## config.mk

```make
export PLATFORM = sky130hd
export DESIGN_NAME = fifo_ctrl_8_8
export DESIGN_NICKNAME = d
export VERILOG_FILES = /design/src/rtl/fifo_ctrl_8_8.sv
export SDC_FILE = /design/constraint.sdc
export NUM_CORES = 1
export LEC_CHECK = 0
export BUFFER_PORTS_ARGS = -buffer_cell sky130_fd_sc_hd__buf_2
export CAP_MARGIN = 0
export CORE_MARGIN = 2
export CORE_UTILIZATION = 42
export CTS_CLUSTER_SIZE = 12
export DETAILED_ROUTE_END_ITERATION = 8
export PLACE_DENSITY = 0.72
export SYNTH_ARGS = -nofsm -noshare
export SYNTH_HDL_FRONTEND = slang
export SYNTH_SLANG_ARGS = --single-unit
```

## constraint.sdc

```tcl
create_clock -name fctl_clk -period 2.69 [get_ports fctl_clk]
set_clock_uncertainty 0.1 [all_clocks]
set_input_delay 0.269 -clock fctl_clk [delete_from_list [all_inputs] [get_ports fctl_clk]]
set_output_delay 0.269 -clock fctl_clk [all_outputs]
set_load 0.01 [all_outputs]
```

## src/rtl/fifo_ctrl_8_8.sv

```systemverilog
// ============================================================================
//  Module   : fifo_ctrl_8_8
//  Brief    : Single-clock FIFO controller driving an external synchronous RAM.
//             Optional sticky overflow/underflow flags: FIFO_CTRL_ERR_STICKY_EN
//  Revision : 1.0  initial release
// ============================================================================
`default_nettype none

module fifo_ctrl_8_8 #(
    parameter int ADDR   = 3,
    parameter int WORDS  = 8,
    parameter int AF_LVL = 6
) (
    input  logic            fctl_clk,
    input  logic            fctl_rst,
    input  logic            fctl_push,
    input  logic            fctl_pop,
    input  logic            fctl_clr_err,
    output logic            mem_wen,
    output logic [ADDR-1:0] mem_waddr,
    output logic [ADDR-1:0] mem_raddr,
    output logic            fctl_rvld,
    output logic [ADDR:0]   fctl_cnt,
    output logic            fctl_full,
    output logic            fctl_empty,
    output logic            fctl_afull,
    output logic            fctl_ovf,
    output logic            fctl_udf
);

    localparam logic [ADDR:0] c_words  = (ADDR + 1)'(WORDS);
    localparam logic [ADDR:0] c_af_lvl = (ADDR + 1)'(AF_LVL);

    logic [ADDR-1:0] wptr_q, wptr_d;
    logic [ADDR-1:0] rptr_q, rptr_d;
    logic [ADDR:0]   cnt_q,  cnt_d;
    logic            rvld_q;
    logic            w_push_acc;
    logic            w_pop_acc;

    assign fctl_full  = (cnt_q == c_words);
    assign fctl_empty = (cnt_q == '0);
    assign fctl_afull = (cnt_q >= c_af_lvl);

    // A pop frees a slot in the same cycle, so a full FIFO still takes a push.
    assign w_pop_acc  = fctl_pop & ~fctl_empty;
    assign w_push_acc = fctl_push & (~fctl_full | w_pop_acc);

    assign mem_wen   = w_push_acc & ~fctl_rst;
    assign mem_waddr = wptr_q;
    assign mem_raddr = rptr_q;
    assign fctl_rvld = rvld_q;
    assign fctl_cnt  = cnt_q;

    always_comb begin
        wptr_d = wptr_q;
        rptr_d = rptr_q;
        cnt_d  = cnt_q;
        if (w_push_acc) begin
            wptr_d = wptr_q + ADDR'(1);
        end
        if (w_pop_acc) begin
            rptr_d = rptr_q + ADDR'(1);
        end
        if (w_push_acc && !w_pop_acc) begin
            cnt_d = cnt_q + (ADDR + 1)'(1);
        end else if (w_pop_acc && !w_push_acc) begin
            cnt_d = cnt_q - (ADDR + 1)'(1);
        end
    end

    always_ff @(posedge fctl_clk) begin
        if (fctl_rst) begin
            wptr_q <= '0;
            rptr_q <= '0;
            cnt_q  <= '0;
            rvld_q <= 1'b0;
        end else begin
            wptr_q <= wptr_d;
            rptr_q <= rptr_d;
            cnt_q  <= cnt_d;
            rvld_q <= w_pop_acc;
        end
    end

`ifdef FIFO_CTRL_ERR_STICKY_EN
    logic ovf_q, ovf_d;
    logic udf_q, udf_d;

    // Setting wins over a simultaneous clear so no error event is lost.
    always_comb begin
        ovf_d = ovf_q;
        udf_d = udf_q;
        if (fctl_push && !w_push_acc) begin
            ovf_d = 1'b1;
        end else if (fctl_clr_err) begin
            ovf_d = 1'b0;
        end
        if (fctl_pop && !w_pop_acc) begin
            udf_d = 1'b1;
        end else if (fctl_clr_err) begin
            udf_d = 1'b0;
        end
    end

    always_ff @(posedge fctl_clk) begin
        if (fctl_rst) begin
            ovf_q <= 1'b0;
            udf_q <= 1'b0;
        end else begin
            ovf_q <= ovf_d;
            udf_q <= udf_d;
        end
    end

    assign fctl_ovf = ovf_q;
    assign fctl_udf = udf_q;
`else
    logic unused_clr_err;
    assign unused_clr_err = fctl_clr_err;
    assign fctl_ovf       = 1'b0;
    assign fctl_udf       = 1'b0;
`endif

endmodule

`default_nettype wire

```

[Yosys cells after proc, flatten, opt, wreduce, memory -nomap -nowiden]
Index checks and enable logic that the tools add are counted.
Word-level totals
  input port bits: 5
  flip-flop bits (word level): 11
  word-level logic and storage cells: 25
  output and inout port bits: 17
Operators by class
  equality and inequality tests: 1
  reduce and logical (&&, ||, !) cells: 6
  multiplexer cells: 2
  add/sub/neg operators: 4
  order comparisons: 1
  bitwise operators: 7
Operators by type and width (number)
  two-way mux 4 bit: 2
  adder 3 x 1 -> 3 bit (second input constant): 2
  adder 4 x 1 -> 4 bit (second input constant): 1
  == test 4 bit (second input constant): 1
  >= comparator 4 x 3 -> 1 bit (second input constant): 1
  logical NOT 4 bit: 1
  subtractor 4 x 1 -> 4 bit (second input constant): 1
  bitwise AND 1 bit: 3
  NOT 1 bit: 3
  logical AND 1 bit: 2
  logical NOT 1 bit: 2
  nonzero test 2 bit: 1
  OR 1 bit: 1

[Longest topological paths before layout]
Gate-level depths: netlist (run 1).
  depth after elaboration: 9
  mapped depth: 10
  depth with buffers taken out: 10

[Worst setup path before layout (run 1)]
No wires, ideal clock.
  kind: reg2reg
  from: register cnt_q[0] (netlist: fctl_cnt[0])
  to: register cnt_q[3] (netlist: fctl_cnt[3])
  data required time: 2469 ps
  path buffers: 0
  setup time: 121 ps
  period minus slack after synthesis: 2743 ps
  stages on the path, launching flop included: 11
  arrival time: 2522 ps
  path slack: -53 ps
  cells stage by stage: dfxtp_1 or4b_4 o21ai_4 inv_1 ha_1 inv_1 ha_1 a21oi_1 a211oi_1 a31oi_1 mux2_2
Between the ends
  cells in the longest elaborated chain, start to end: 8
  elaborated cells between the ends (all ways): 16
  classes of those cells: add/sub: 2; eq/ne: 1; mux: 2; bitwise: 5; reduce/logical: 6
Ends and longest elaborated chain
  from (decl): line 36  | logic [ADDR:0] cnt_q, cnt_d;
  from (signal assigned): line 81  | cnt_q <= cnt_d;
  logical NOT 4 bit: line 42  | assign fctl_empty = (cnt_q == '0);
  NOT 1 bit: line 46  | assign w_pop_acc = fctl_pop & ~fctl_empty;
  bitwise AND 1 bit: line 46
  OR 1 bit: line 47  | assign w_push_acc = fctl_push & (~fctl_full | w_pop_acc);
  bitwise AND 1 bit: line 47
  logical NOT 1 bit: line 67  | end else if (w_pop_acc && !w_push_acc) begin
  logical AND 1 bit: line 67
  nonzero test 2 bit (no source line)
Several ways; a longest one is shown, not always the timed one. The select of a mux whose other input is x is not followed.
A chain may end at the register's enable or synchronous reset.

[Worst setup path in the final report (run 1)]
  from: register cnt_q[1] (netlist: fctl_cnt[1])
  to: register cnt_q[3] (netlist: fctl_cnt[3])
The elaborated chain is that of the path after synthesis.

==> results of run 1 <==
layout make-up:
class / instances / area (um^2)
fill: 124 / 513
multi-input combinational: 45 / 383
sequential: 11 / 224
timing repair buffer: 26 / 154
clock buffer: 4 / 26.3
tap: 15 / 18.8
inverter: 4 / 15.0
per-stage QoR:
step / TNS [ns] / hold WS, ns / power [mW] / cells / utilization, %
after CTS: 0 / 0.233 / 0.777 / 104 / 58.5
after global placement: 0 / 0.393 / 0.655 / 100 / 56.6
after global routing: -0.0173 / 0.252 / 0.876 / 105 / 61.5
final: 0 / 0.238 / 0.808 / 105 / 61.5
after detailed placement: 0 / 0.398 / 0.666 / 100 / 56.6
after floorplan: 0 / 0.241 / 0.516 / 64 / -
worst max-delay path: stages, from the launching register on:
cell                       delay (ns)
sky130_fd_sc_hd__dfxtp_2         0.32
sky130_fd_sc_hd__or4b_4          0.57
sky130_fd_sc_hd__o21ai_4         0.17
sky130_fd_sc_hd__inv_1           0.06
sky130_fd_sc_hd__ha_2            0.17
sky130_fd_sc_hd__inv_2           0.08
sky130_fd_sc_hd__buf_6           0.11
sky130_fd_sc_hd__ha_1            0.23
sky130_fd_sc_hd__nand3_2         0.09
sky130_fd_sc_hd__a211oi_2        0.06
sky130_fd_sc_hd__a31oi_1         0.18
sky130_fd_sc_hd__mux2_2          0.35
sequential cells by signal, indices dropped and copies added (netlist names):
name / flops
mem_waddr: 3
fctl_cnt: 4
mem_raddr: 3
fctl_rvld: 1
final timing paths:
| path | from | end | slack, ns | cells past startpoint |
|---|---|---|---|---|
| max reg2reg | fctl_cnt[1]$_SDFFE_PP0P_ | fctl_cnt[3]$_SDFFE_PP0P_ | 0.09 | 11 |
| min reg2reg | mem_waddr[2]$_SDFFE_PP0N_ | mem_waddr[2]$_SDFFE_PP0N_ | 0.41 | 2 |
| min | fctl_rst | fctl_cnt[0]$_SDFFE_PP0P_ | 0.24 | 2 |
| max | fctl_cnt[1]$_SDFFE_PP0P_ | fctl_cnt[3]$_SDFFE_PP0P_ | 0.09 | 11 |
where the power goes:
group / internal [mW] / switching, mW / total [mW]
registers: 0.209 / 0.0252 / 0.234
clock network: 0.0571 / 0.0462 / 0.103
logic: 0.228 / 0.243 / 0.471
cell families (layout without fill, tap and decap cells):
kind of cell,after synthesis,in the layout
AO/OA/AOI/OAI,8,8
XOR/XNOR,6,6
adder cells (fa/ha/maj),6,6
buffers and inverters,8,34
flip-flops,11,11
multiplexers,4,4
other,1,2
AND/OR/NAND/NOR,19,19
cells in the mapped netlist (2+ instances only):
master / number
sky130_fd_sc_hd__dfxtp_1: 11
sky130_fd_sc_hd__buf_4: 2
sky130_fd_sc_hd__ha_1: 5
sky130_fd_sc_hd__inv_1: 4
sky130_fd_sc_hd__xnor2_1: 2
sky130_fd_sc_hd__xor2_1: 4
sky130_fd_sc_hd__clkbuf_1: 2
sky130_fd_sc_hd__a21oi_1: 2
sky130_fd_sc_hd__mux2i_1: 3
sky130_fd_sc_hd__nor2_1: 15
routing by layer:
layer  wire length, um  GRT usage (%)
met5                 0              0
met2               598           26.6
met1               497           15.8
met3                44           2.59
met4                 8           5.63
timing repair:
| action | in CTS | in global routing |
|---|---|---|
| gates resized for setup | 0 | 7 |
| hold endpoints to repair | 0 | 0 |
| endpoints found under the setup margin | 0 | 1 |
| setup buffers | 0 | 1 |
==> run_results.csv, run 1 <==
group,metric,value,unit
floorplan,initial_core_util,45.6,%
placed_design,post-place-ws,0.0416,ns
finish,most_common_library_cell_in_the_layout_ignoring_fill_and_taps,"sky130_fd_sc_hd__buf_2",
sta,timing.final.hold_violations,0,
job,reported_max_cap_violation_count,0,
setup_path,criticalPathCategory,"register to register",
global_routing,grt_overflow,0,
logic_synthesis,synth.area.top_cells,"sky130_fd_sc_hd__dfxtp_1 (36%), sky130_fd_sc_hd__ha_1 (10%), sky130_fd_sc_hd__nor2_1 (9.3%)",
drt,routed_via_density,4.90,
clocking,worst_skew_pair.late_latency,0.25,ns
clocking,clockRootBuffer,"sky130_fd_sc_hd__clkbuf_4",
floorplan,design.core.area,1330,um^2
sta,pins_over_their_slew_limit,0,
outcome,outcome,"completed",
finish,fraction_of_final_layout_cells_sized_beyond_drive_strength_1,46.7,%
setup_path,startpoint_type,"register",
finish,final_cell_area,821,um^2
finish,antennaDiodeCount,0,
drt,tritonroute_pass_1_iters,2,
finish,synthToLayoutAreaGrowth,35.0,%
clocking,clockBufferDepth,2,
drt,route.detailed.drc,0,
setup_path,crit_path_max_fanout,3,
sta,timing.fmax,0.385,GHz
clocking,tritoncts_num_sinks,11,
pwr,cellLeakagePower,0.421,nW
logic_synthesis,synth_simple_gate_area_share,14.4,%
setup_path,critical_path_arrival,2.64,ns
clocking,tritoncts.num_buffers,3,
placed_design,placement.cell_area,754,um^2
logic_synthesis,yosys.area_share.xor_xnor,8.64,%
drt,drtAntennaViolNets,0,
clocking,clkSlewWorstSetupHoldPaths,0.06,ns
floorplan,floorplan.die_area,1770,um^2
global_routing,grt_use_total,14.2,%
logic_synthesis,synth_enable_flop_cells,0,
global_routing,maximum_number_of_pins_on_one_net_before_global_route_repair,14,
floorplan,dieHeight,42.1,um
pwr,power.ir.vdd_worst,0.000503,V
global_routing,number_of_antenna_violations_at_the_first_check_in_global_routing,0,
floorplan,floorplan.io_pins,22,
logic_synthesis,synth_compound_area_share,13.6,%
logic_synthesis,seq_area_frac_synth,36.2,%
drt,drt_iter0_drc,3,
sta,period_minus_slack,2.60,ns
pwr,cellPowerDensity,985,nW/um^2
global_routing,vias_in_the_first_global_route,511,
finish,final_nets,102,
sta,setup_slack,0.0893,ns
logic_synthesis,post_synth_mux_area_share,6.79,%
hold_path,timing.hold.worst.class,"primary input to register",
global_routing,grt_first_pass_wirelength,2000,um
drt,route.detailed.wl_per_inst,10.9,um
setup_path,critical_path.endpoint_type,"register",
placed_design,hpwlAfterDp,866,um
logic_synthesis,adder_and_majority_cell_fraction_of_the_synthesized_area,13.6,%
logic_synthesis,syn-instance-count,63,
clocking,deepest_level_of_the_cts_h_tree,1,
logic_synthesis,synth_top_family_by_area,"simple AND/OR/NAND/NOR gates",
drt,totalWireLength,1150,um
sta,timing.final.setup_violations,0,
floorplan,die_w,42.1,um
logic_synthesis,yosys_warnings,0,
drt,dr_vias,514,
finish,final_cell_mix,"sky130_fd_sc_hd__buf_2 (18), sky130_fd_sc_hd__nor2_1 (15), sky130_fd_sc_hd__dfxtp_1 (8)",
setup_path,required,2.73,ns
logic_synthesis,synthesis.area_per_instance,9.65,um^2
logic_synthesis,yosys.cell_types.count,23,
sta,layout_worst_path_cycle_share,96.7,%
clocking,hold_bufs_inserted_after_cts,0,
logic_synthesis,syn_area,608,um^2
clocking,tritoncts_clock_tree,"yes",
floorplan,number_of_cell_rows,13,
logic_synthesis,synthFlopType,"sky130_fd_sc_hd__dfxtp_1",
placed_design,count_of_input_and_output_buffers,18,
logic_synthesis,yosys.area.top_type,"sky130_fd_sc_hd__dfxtp_1",
logic_synthesis,ys_seq_elements,11,
logic_synthesis,post-synth-top-area-fraction,36.2,%
logic_synthesis,async_flop_share,0,%
placed_design,gpl.final_weighted_congestion,0.729,
No activity file was read; power rests on OpenSTA's default activity.
==> inputs of run 2 (changes only) <==
--- a/config.mk
+++ b/config.mk
@@ -5,7 +5,7 @@
 export SDC_FILE = /design/constraint.sdc
 export NUM_CORES = 1
 export LEC_CHECK = 0
-export BUFFER_PORTS_ARGS = -buffer_cell sky130_fd_sc_hd__buf_2
+export BUFFER_PORTS_ARGS = -buffer_cell sky130_fd_sc_hd__buf_4
 export CAP_MARGIN = 0
 export CORE_MARGIN = 2
 export CORE_UTILIZATION = 42
==> run 2 against run 1 <==
Core utilization is 2.9 points higher. Critical path depth stayed put. Setup slack worse by 0.017 ns. Register-to-register slack worse by 0.02 ns.
==> run_results.csv, run 2 (synthesis results as in run 1) <==
group,metric,value,unit
pwr,power_switching,319,uW
pwr,netSwitchingFraction,37.8,%
clocking,clockBufferDepth,2,
finish,final_cell_mix,"sky130_fd_sc_hd__buf_4 (27), sky130_fd_sc_hd__nor2_1 (15), sky130_fd_sc_hd__dfxtp_1 (8)",
pwr,flop_pwr_share,28.0,%
sta,timing.fmax,0.382,GHz
clocking,tritoncts_num_sinks,11,
finish,most_common_library_cell_in_the_layout_ignoring_fill_and_taps,"sky130_fd_sc_hd__buf_4",
pwr,cellLeakagePower,0.428,nW
drt,route.detailed.wl_per_inst,11.9,um
setup_path,worst_r2r_startpoint,"fctl_cnt[1]$_SDFFE_PP0P_",
global_routing,grt_use_total,17.4,%
setup_path,timing.rr.end,"fctl_cnt[3]$_SDFFE_PP0P_",
floorplan,floorplan.io_pins,22,
placed_design,hpwlAfterDp,937,um
setup_path,rrSetupSlack,0.07,ns
sta,layout_worst_path_cycle_share,97.3,%
global_routing,maximum_number_of_pins_on_one_net_before_global_route_repair,14,
finish,antennaDiodeCount,0,
global_routing,grt_first_pass_wirelength,2290,um
sta,timing.final.setup_violations,0,
drt,drt_iter0_drc,1,
sta,timing.final.hold_violations,0,
clocking,tritoncts.num_buffers,3,
clocking,tritoncts_clock_tree,"yes",
placed_design,count_of_input_and_output_buffers,18,
setup_path,timing.critical_path.slowest_stage_cell,"sky130_fd_sc_hd__or4b_4",
clocking,deepest_level_of_the_cts_h_tree,1,
setup_path,startpoint_type,"register",
pwr,power_frac_comb,58.3,%
placed_design,gpl.final_weighted_congestion,0.731,
drt,routed_via_density,4.88,
pwr,sum_of_internal_switching_and_leakage_power,845,uW
sta,period_minus_slack,2.62,ns
global_routing,vias_in_the_first_global_route,542,
pwr,cell_internal_pwr,526,uW
drt,tritonroute_pass_1_iters,2,
drt,drtAntennaViolNets,0,
finish,post-route-util,64.4,%
floorplan,number_of_cell_rows,13,
finish,synthToLayoutAreaGrowth,41.4,%
clocking,clkSlewWorstSetupHoldPaths,0.07,ns
sta,pins_over_their_slew_limit,0,
setup_path,timing.critical_path.cells,"or4b_4 -> o21ai_4 -> inv_1 -> ha_2 -> inv_2 -> buf_4 -> ha_1 -> nand3_1 -> a211oi_1 -> a31oi_1 -> mux2_2",
floorplan,die_w,42.1,um
setup_path,critical_path.endpoint_type,"register",
outcome,outcome,"completed",
floorplan,floorplan.die_area,1770,um^2
setup_path,criticalPathCategory,"register to register",
floorplan,dieHeight,42.1,um
setup_path,cp-startpoint,"fctl_cnt[1]$_SDFFE_PP0P_",
clocking,hold_bufs_inserted_after_cts,0,
setup_path,cpPeakStageDelay,0.57,ns
finish,flip_flop_count_of_the_largest_register_all_copies_and_words_added,4,
drt,route.detailed.drc,0,
finish,fraction_of_final_layout_cells_sized_beyond_drive_strength_1,45.1,%
pwr,power.ir.vdd_worst,0.000548,V
pwr,clkPwrFrac,13.7,%
drt,dr_vias,517,
setup_path,crit_path_max_fanout,3,
drt,totalWireLength,1260,um
global_routing,number_of_antenna_violations_at_the_first_check_in_global_routing,0,
global_routing,grt_overflow,0,
setup_path,depth_of_the_worst_register_to_register_path,11,
hold_path,timing.hold.worst.class,"primary input to register",
floorplan,design.core.area,1330,um^2
floorplan,initial_core_util,45.6,%
setup_path,setup.worst_path.end,"fctl_cnt[3]$_SDFFE_PP0P_",
job,reported_max_cap_violation_count,0,
pwr,cellPowerDensity,983,nW/um^2
clocking,clockRootBuffer,"sky130_fd_sc_hd__clkbuf_4",
setup_path,critical_path_arrival,2.68,ns
setup_path,required,2.75,ns
finish,final_nets,103,
clocking,worst_skew_pair.late_latency,0.27,ns
[run 2: worst min path at each step]
stage                     cells past startpoint                        end                       from  slack [ns]
after floorplan                               1  mem_waddr[0]$_SDFFE_PP0N_                   fctl_rst        0.24
after global placement                        2  mem_waddr[2]$_SDFFE_PP0N_  mem_waddr[2]$_SDFFE_PP0N_        0.40
after detailed placement                      2  mem_waddr[2]$_SDFFE_PP0N_  mem_waddr[2]$_SDFFE_PP0N_        0.40
after CTS                                     2       fctl_rvld$_SDFF_PP0_                   fctl_rst        0.16
after global routing                          2   fctl_cnt[0]$_SDFFE_PP0P_                   fctl_rst        0.16
final                                         2   fctl_cnt[0]$_SDFFE_PP0P_                   fctl_rst        0.16
[run 2: metal layers]
layer	up-vias	GRT usage, %	wire length, um
met2	14	30.9	644
met4	0	9.38	29
li1	262	-	-
met1	237	19.1	535
met5	-	0	0
met3	4	3.88	53
[run 2: power groups by stage]
stage / clock network (mW) / registers [mW] / logic [mW]
2_1_floorplan: 0 / 0.291 / 0.224
6_report: 0.116 / 0.237 / 0.493
3_5_place_dp: 0 / 0.240 / 0.462
4_1_cts: 0.120 / 0.238 / 0.463
5_1_grt: 0.130 / 0.244 / 0.546
3_3_place_gp: 0 / 0.238 / 0.447
[run 2: area by class of cell]
cell class / count / area (um^2)
clock buffer: 4 / 26.3
fill: 121 / 474
tap: 15 / 18.8
multi-input combinational: 45 / 373
inverter: 4 / 15.0
timing repair buffer: 27 / 203
sequential: 11 / 224
[run 2: metrics by stage]
stage / setup slack [ns] / cell area (um^2) / setup TNS (ns) / hold slack [ns] / cells
floorplan: 0.00793 / 616 / 0 / 0.241 / 64
global placement: 0.100 / 800 / 0 / 0.399 / 100
detailed placement: 0.0536 / 800 / 0 / 0.405 / 100
CTS: 0.0320 / 826 / 0 / 0.156 / 104
global route: -0.00314 / 860 / -0.00314 / 0.164 / 106
finish: 0.0720 / 860 / 0 / 0.163 / 106
[run 2: timing repair]
| action | 4_1_cts | 5_1_grt |
|---|---|---|
| resized for setup | 0 | 4 |
| setup endpoints to repair | 0 | 1 |
| setup buffers | 0 | 2 |
[run 2: worst max-delay path, delay by kind of cell, from the launching register on]
family / cells / cell delay (ns)
mux: 1 / 0.35
compound gates: 3 / 0.42
flops: 1 / 0.33
fa+ha+maj: 2 / 0.39
simple gates: 2 / 0.67
buf+inv: 3 / 0.25
==> inputs of run 3 (changes only) <==
--- a/config.mk
+++ b/config.mk
@@ -5,6 +5,7 @@
 export SDC_FILE = /design/constraint.sdc
 export NUM_CORES = 1
 export LEC_CHECK = 0
+export ABC_CLOCK_PERIOD_IN_PS = 2690
 export BUFFER_PORTS_ARGS = -buffer_cell sky130_fd_sc_hd__buf_4
 export CAP_MARGIN = 0
 export CORE_MARGIN = 2
@@ -12,6 +13,7 @@
 export CTS_CLUSTER_SIZE = 12
 export DETAILED_ROUTE_END_ITERATION = 8
 export PLACE_DENSITY = 0.72
+export SETUP_SLACK_MARGIN = 0.5
 export SYNTH_ARGS = -nofsm -noshare
 export SYNTH_HDL_FRONTEND = slang
 export SYNTH_SLANG_ARGS = --single-unit
==> run 3 against run 2 <==
First-iteration DRC count grew to 3.0 times the previous value. Worst hold slack lost 0.0064 ns. Core utilization is 3.0 points higher. Die area unchanged. Total power increased by 5.9%. Largest cell class unchanged. Highest routed layer unchanged.
==> run_results.csv, run 3 (synthesis results as in run 1) <==
group,metric,value,unit
finish,fraction_of_final_layout_cells_sized_beyond_drive_strength_1,48.9,%
sta,timing.fmax,0.401,GHz
setup_path,critPathBufInv,2,
setup_path,timing.critical_path.slowest_stage_cell,"sky130_fd_sc_hd__or4b_4",
global_routing,maximum_number_of_pins_on_one_net_before_global_route_repair,14,
setup_path,cp-startpoint,"fctl_cnt[0]$_SDFFE_PP0P_",
job,reported_max_cap_violation_count,0,
drt,route.detailed.wl_per_inst,12.0,um
outcome,outcome,"completed",
setup_path,critical_path_arrival,2.55,ns
global_routing,vias_in_the_first_global_route,533,
placed_design,gpl.final_weighted_congestion,0.754,
sta,period_minus_slack,2.50,ns
setup_path,most_frequent_cell_on_critical_path,"sky130_fd_sc_hd__ha_4",
clocking,tritoncts.num_buffers,3,
drt,totalWireLength,1280,um
sta,tns,0,ns
floorplan,number_of_cell_rows,13,
floorplan,initial_core_util,45.6,%
placed_design,count_of_input_and_output_buffers,18,
placed_design,hpwlAfterDp,883,um
drt,tritonroute_pass_1_iters,3,
clocking,tritoncts_num_sinks,11,
drt,route.detailed.drc,0,
clocking,clockBufferDepth,2,
floorplan,floorplan.io_pins,22,
setup_path,required,2.74,ns
clocking,deepest_level_of_the_cts_h_tree,1,
floorplan,die_w,42.1,um
setup_path,criticalPathCategory,"register to register",
drt,drt_iter0_drc,3,
pwr,cellLeakagePower,0.437,nW
sta,timing.final.hold_violations,0,
pwr,power.ir.vdd_worst,0.000515,V
finish,most_common_library_cell_in_the_layout_ignoring_fill_and_taps,"sky130_fd_sc_hd__buf_4",
clocking,hold_bufs_inserted_after_cts,0,
sta,hold_ws,0.156,ns
global_routing,grt_overflow,0,
sta,pins_over_their_slew_limit,0,
hold_path,timing.hold.worst.class,"primary input to register",
global_routing,grt_use_total,17.0,%
setup_path,cpPeakStageDelay,0.55,ns
drt,routed_via_density,4.93,
setup_path,worst_r2r_startpoint,"fctl_cnt[0]$_SDFFE_PP0P_",
sta,layout_worst_path_cycle_share,92.8,%
floorplan,dieHeight,42.1,um
setup_path,timing.critical_path.cells,"or4b_4 -> o21ai_4 -> inv_2 -> ha_4 -> inv_4 -> ha_4 -> a21oi_4 -> a211oi_2 -> a31oi_1 -> mux2_2",
setup_path,critical_path.endpoint_type,"register",
setup_path,critPathTopFamily,"simple AND/OR/NAND/NOR gates",
floorplan,floorplan.die_area,1770,um^2
finish,antennaDiodeCount,0,
clocking,clkSlewWorstSetupHoldPaths,0.07,ns
sta,grt_setup_unrepaired,"true",
global_routing,grt_first_pass_wirelength,2260,um
clocking,clockRootBuffer,"sky130_fd_sc_hd__clkbuf_4",
finish,flip_flop_count_of_the_largest_register_all_copies_and_words_added,4,
finish,final_cell_mix,"sky130_fd_sc_hd__buf_4 (27), sky130_fd_sc_hd__nor2_1 (15), sky130_fd_sc_hd__dfxtp_1 (7)",
drt,drtAntennaViolNets,0,
finish,final_nets,104,
finish,synthToLayoutAreaGrowth,47.9,%
clocking,tritoncts_clock_tree,"yes",
setup_path,crit_path_max_fanout,3,
floorplan,design.core.area,1330,um^2
clocking,worst_skew_pair.late_latency,0.26,ns
sta,timing.final.setup_violations,0,
drt,dr_vias,527,
global_routing,number_of_antenna_violations_at_the_first_check_in_global_routing,0,
setup_path,startpoint_type,"register",
pwr,cellPowerDensity,995,nW/um^2
hold_path,hold_start,"fctl_rst",
==> run 3: what timing repair did <==
action                     in CTS  in global routing
buffers inserted                3                  1
resized for setup               5                  1
pin swaps                       3                  1
setup endpoints to repair       3                  3
==> run 3: worst reg2reg max path: cells and delay by family, from the launching register on <==
kind / cells / cell delay [ns]
DFF: 1 / 0.32
buffers and inverters: 2 / 0.13
adders and majority gates: 2 / 0.38
and+or+nand+nor: 1 / 0.55
muxes: 1 / 0.35
AOI/OAI and AO/OA: 4 / 0.55
==> run 3: worst paths after layout <==
kind / to / slack [ns] / depth (start not counted)
worst max-delay path: fctl_cnt[3]$_SDFFE_PP0P_ / 0.19 / 10
worst min-delay path: fctl_cnt[1]$_SDFFE_PP0P_ / 0.16 / 2
worst max register to register: fctl_cnt[3]$_SDFFE_PP0P_ / 0.19 / 10
worst min register to register: mem_waddr[2]$_SDFFE_PP0N_ / 0.43 / 2
==> run 3: stage by stage <==
step	setup WS [ns]	total power, mW	cells	instance area [um^2]	util (%)
CTS	0.207	0.889	106	888	66.6
finish	0.195	0.895	107	900	67.4
global placement	0.106	0.708	99	815	61.1
global route	0.109	0.964	107	900	67.4
floorplan	0.123	0.538	64	638	-
detailed placement	0.110	0.720	99	815	61.1
==> run 3: layer usage <==
metal	GRT usage [%]	vias to the layer above	routed length (um)
li1	-	266	-
met1	17.2	249	521
met2	32.5	10	703
met3	3.88	2	48
met4	7.50	0	5
met5	0	-	0
==> run 3: area by class of cell <==
class	count	area, um^2
tap	15	18.8
inverter	4	17.5
multi-input combinational	45	395
timing repair buffer	28	214
sequential	11	228
fill	115	434
clock buffer	4	26.3
==> run 3: where the power goes <==
part           internal, mW  total (mW)  leakage [nW]  switching [mW]
Combinational         0.290       0.544         0.330           0.253
Sequential            0.211       0.239        0.0920          0.0277
Clock                0.0573       0.112        0.0150          0.0552
Total                 0.559       0.895         0.437           0.336
